==> config.mk <==
export PLATFORM = sky130hd
export DESIGN_NAME = stack_unit
export DESIGN_NICKNAME = d
export VERILOG_FILES = /design/src/rtl/stack_unit.sv
export SDC_FILE = /design/constraint.sdc
export NUM_CORES = 1
export LEC_CHECK = 0
export ABC_AREA = 0
export BUFFER_PORTS_ARGS = -buffer_cell sky130_fd_sc_hd__clkbuf_2
export CAP_MARGIN = 25
export CORE_ASPECT_RATIO = 1.5
export CORE_MARGIN = 1.5
export CORE_UTILIZATION = 55
export DETAILED_ROUTE_END_ITERATION = 8
export GPL_TIMING_DRIVEN = 0
export PLACE_DENSITY_LB_ADDON = 0.05
export SLEW_MARGIN = 40
export SYNTH_ARGS = -nofsm -noshare
export SYNTH_HDL_FRONTEND = slang
export SYNTH_SLANG_ARGS = --single-unit
==> constraint.sdc <==
create_clock -name clk -period 6.04 [get_ports clk]
set_input_delay 0.906 -clock clk [delete_from_list [all_inputs] [get_ports clk]]
set_output_delay 0.906 -clock clk [all_outputs]
set_load 0.02 [all_outputs]
==> src/rtl/stack_unit.sv <==
// Operand stack: register-file LIFO with registered read data,
// occupancy, full/empty status and sticky overflow/underflow flags.
// Ports: clk, rst (sync, active-low); push/pop/top strobes, d_in,
// clr_err in; d_out, count, full, empty, ovf, udf out.
module stack_unit #(
  parameter int WIDTH = 8,
  parameter int DEPTH = 16,
  parameter int AW    = 4
) (
  input  logic             clk,
  input  logic             rst,
  input  logic             push,
  input  logic             pop,
  input  logic             top,
  input  logic [WIDTH-1:0] d_in,
  input  logic             clr_err,
  output logic [WIDTH-1:0] d_out,
  output logic [AW:0]      count,
  output logic             full,
  output logic             empty,
  output logic             ovf,
  output logic             udf
);

  localparam logic [AW:0] FULL_CNT = (AW+1)'(DEPTH);

  logic [WIDTH-1:0] mem_q [DEPTH];
  logic [WIDTH-1:0] d_out_q, d_out_d;
  logic [AW:0]      count_q, count_d;
  logic             ovf_q, ovf_d;
  logic             udf_q, udf_d;

  logic             we;
  logic [AW-1:0]    wa;
  logic [AW-1:0]    top_idx;
  logic [AW-1:0]    nxt_idx;
  logic             is_full;
  logic             is_empty;

  assign is_full  = (count_q == FULL_CNT);
  assign is_empty = (count_q == '0);
  // Index math is truncated to AW bits; only used when legal.
  assign top_idx  = AW'(count_q - 1'b1);
  assign nxt_idx  = count_q[AW-1:0];

  always_comb begin
    count_d = count_q;
    d_out_d = d_out_q;
    // A new error in this cycle overrides the clear below.
    ovf_d   = ovf_q & ~clr_err;
    udf_d   = udf_q & ~clr_err;
    we      = 1'b0;
    wa      = nxt_idx;
    unique case (1'b1)
      push && pop: begin
        we = 1'b1;
        if (is_empty) begin
          count_d = count_q + 1'b1;
        end else begin
          wa      = top_idx;
          d_out_d = mem_q[top_idx];
        end
      end
      push && !pop: begin
        if (is_full) begin
          ovf_d = 1'b1;
        end else begin
          we      = 1'b1;
          count_d = count_q + 1'b1;
        end
      end
      !push && pop: begin
        if (is_empty) begin
          d_out_d = '0;
          udf_d   = 1'b1;
        end else begin
          d_out_d = mem_q[top_idx];
          count_d = count_q - 1'b1;
        end
      end
      !push && !pop && top: begin
        if (is_empty) begin
          d_out_d = '0;
          udf_d   = 1'b1;
        end else begin
          d_out_d = mem_q[top_idx];
        end
      end
      default: ;
    endcase
  end

  always_ff @(posedge clk) begin
    if (!rst) begin
      count_q <= '0;
      d_out_q <= '0;
      ovf_q   <= 1'b0;
      udf_q   <= 1'b0;
    end else begin
      count_q <= count_d;
      d_out_q <= d_out_d;
      ovf_q   <= ovf_d;
      udf_q   <= udf_d;
    end
  end

  // Storage is not reset, but a write coinciding with reset is dropped.
  always_ff @(posedge clk) begin
    if (rst && we) begin
      mem_q[wa] <= d_in;
    end
  end

  assign d_out = d_out_q;
  assign count = count_q;
  assign full  = is_full;
  assign empty = is_empty;
  assign ovf   = ovf_q;
  assign udf   = udf_q;

endmodule

==> flow_summary.ini <==
[outcome]
status = finished, final reports clean

[placement]
hpwl_mm = 8.16
routabilityCongestion = 0.811
io_buffers = 30

[clock_tree]
cts_tree = built
cts_resized = 0
ctsHoldBuffers = 0
cts_buffer_depth = 2
postCtsSetupBuffers = 0
clk_pin_slew_ps = 60
numCtsBuffers = 17
worstSkewPairLatency_ps = 420
cts_max_level = 4
cts_root_buffer = clkbuf_16
cts.sinks = 143

[power_and_ir_drop]
p_sw_share_pct = 29.4
pwr-share-clk_pct = 34.5
p_int_mw = 2.09
pwr-share-comb_pct = 26.4
p_seq_share_pct = 39.1
powerDensity_mw_per_mm2 = 426
irDropWorstVdd_v = 0.000261
p_leak_nw = 2.41
p_sw_mw = 0.871

[timing]
hold_violations = 0
fmax_mhz = 210
setup_tns_ps = 0
finClkSkew_ps = 9.33
setup_viol = 0
min_period_ps = 4770
holdWs_ps = 489
fin_crit_sh_pct = 79.0
slew_headroom_pct = 41.6
final_max_slew_viol_count = 0
max_slew.worst_pin.slew_ps = 871
rsz0062_at_grt = false

[route]
dr.pass1.iters = 5
num_vias = 3204
avgRoutedWirePerCell_microns = 23.3
wl_mm = 12.2
ant_nets = 0
drtIter0Drc = 256
drc = 0
post_drt_via_cell_ratio = 6.10

[final_layout]
final_core_util_pct = 67.9
layout-drive-gt1-share_pct = 33.9
syn2layout_area_growth_pct = 19.1
finalNetCount = 388
insertedDiodeCount = 0

[synth]
yosysWarnings = 0
ys.flop_type = edfxtp_1
synth_cell_types = 46
netlist_area_sq_mm = 0.00585
ys_seq_area_share_pct = 70.9
async_flop_share_pct = 0
synth_edf_count = 128
synthCells = 314
ys_ff_latch = 143
avgSynthCellArea_sq_um = 18.6
mappedNetlistNets = 331

[critical_path]
crit_chain = buf_2 -> clkbuf_1 -> inv_1 -> clkbuf_1 -> ha_1 -> clkbuf_1 -> clkbuf_1 -> nor4b_1 -> a31oi_1 -> nor3_2
arrival_ps = 4810
path_buf_inv = 6
start_kind = flop
crit_path_frequent_cell = clkbuf_1
cp_top_family = buffers and inverters
path_max_fanout = 11
slowest_delay_ps = 750
cp-end-kind = flop
worst_ep_required_time_ps = 6080
cpMaxStageDelayCell = nor3_2
critical_path_class = flop to flop

[die]
dieArea_sq_mm = 0.0113
start_util_pct = 57.1
die-width_microns = 87.2
num_rows = 45
num_io_pins = 31
die_y_microns = 129
core_area_sq_mm = 0.0102

[global_route]
grt_pass1_vias = 3251
antenna_found_initial = 0
grt_pass1_wl_mm = 18.8
grt_max_degree = 17
track_usage_pct = 23.8
grt_overflow_total = 0

[flow_run]
maxCapViolCount = 0

[hold_path]
hold_class = flop to flop
-- cell type report --
class	count	area [sq um]
Tap cell	141	176
Clock inverter	9	67.6
Fill cell	693	3280
Multi-Input combinational cell	149	1730
Sequential cell	143	4140
Inverter	6	22.5
Timing Repair Buffer	38	210
Buffer	16	83.8
Clock buffer	23	533
-- final timing paths --
kind | slack (ps) | endpoint | from | cells past startpoint
max | 1270 | mem_q[13][5]$_DFFE_PP_ | count[0]$_SDFFE_PN0P_ | 10
max reg2reg | 1270 | mem_q[13][5]$_DFFE_PP_ | count[0]$_SDFFE_PN0P_ | 10
min | 490 | d_out[7]$_SDFFE_PN0P_ | d_out[7]$_SDFFE_PN0P_ | 1
min reg2reg | 490 | d_out[7]$_SDFFE_PN0P_ | d_out[7]$_SDFFE_PN0P_ | 1
-- Yosys cell counts, drive strengths merged, types with 6 or more instances --
cell type	instances	area (sq um)
dfxtp	15	300
clkbuf	9	33.8
nor2	9	36.3
mux2i	10	100
buf	7	50.1
edfxtp	128	3840
a221o	8	80.1
mux4	32	747
inv	6	22.5
mux2	8	90.1
nor3	26	130
a21oi	7	35.0
-- registers in the layout, indices dropped and copies added (netlist names) --
name   count
mem_q    128
d_out      8
count      5
ovf        1
udf        1
-- cells in the final DEF, fill, tap and decap left out, types with 4 or more instances in the layout --
cell / netlist / routed
edfxtp_1: 128 / 128
clkbuf_2: 0 / 30
mux4_2: 25 / 25
clkbuf_16: 0 / 21
dfxtp_1: 15 / 15
clkbuf_1: 9 / 11
nor3_1: 26 / 10
nor3_2: 0 / 10
mux2i_1: 10 / 10
buf_4: 1 / 9
nor2_1: 8 / 8
mux2_2: 8 / 8
a221o_1: 8 / 8
a21oi_1: 7 / 7
mux4_1: 7 / 7
inv_1: 6 / 6
nor3_4: 0 / 6
clkinv_4: 0 / 5
buf_2: 4 / 4
nand2_1: 4 / 4
a31oi_1: 4 / 4
or4_1: 4 / 4
-- power by group through the flow --
stage	sequential, mW	combinational, mW	clock, mW
after global routing	1.16	0.836	1.07
final	1.16	0.783	1.02
after floorplan	1.21	0.512	0
after detailed placement	1.18	0.769	0
after global placement	1.18	0.740	0
after CTS	1.16	0.774	1.04
-- stage by stage --
step                cell area, sq um  total power, mW  cells  worst slack (ps)
finish                          6960             2.96    525              1270
global route                    6960             3.07    525              1010
CTS                             6910             2.97    525              1330
detailed placement              6310             1.95    493              1360
global placement                6170             1.92    485               896
floorplan                       5850             1.72    314              2280
-- layer usage --
layer	vias up	share of wire [%]	track usage [%]
met5	-	0	0
met4	0	1.3	8.40
met3	14	6.0	4.65
met2	122	53	39.5
met1	1639	39	31.6
li1	1429	-	-
-- logic make-up after synthesis --
logic type               synth area share [%]
flip-flops                               70.9
AND/OR/NAND/NOR                          5.33
adder cells (fa/ha/maj)                 0.642
multiplexers                             16.0
buffers and inverters                    1.82
AO/OA/AOI/OAI                            4.43
XOR/XNOR                                0.878
Note: power is estimated with default switching activity, not from simulation.
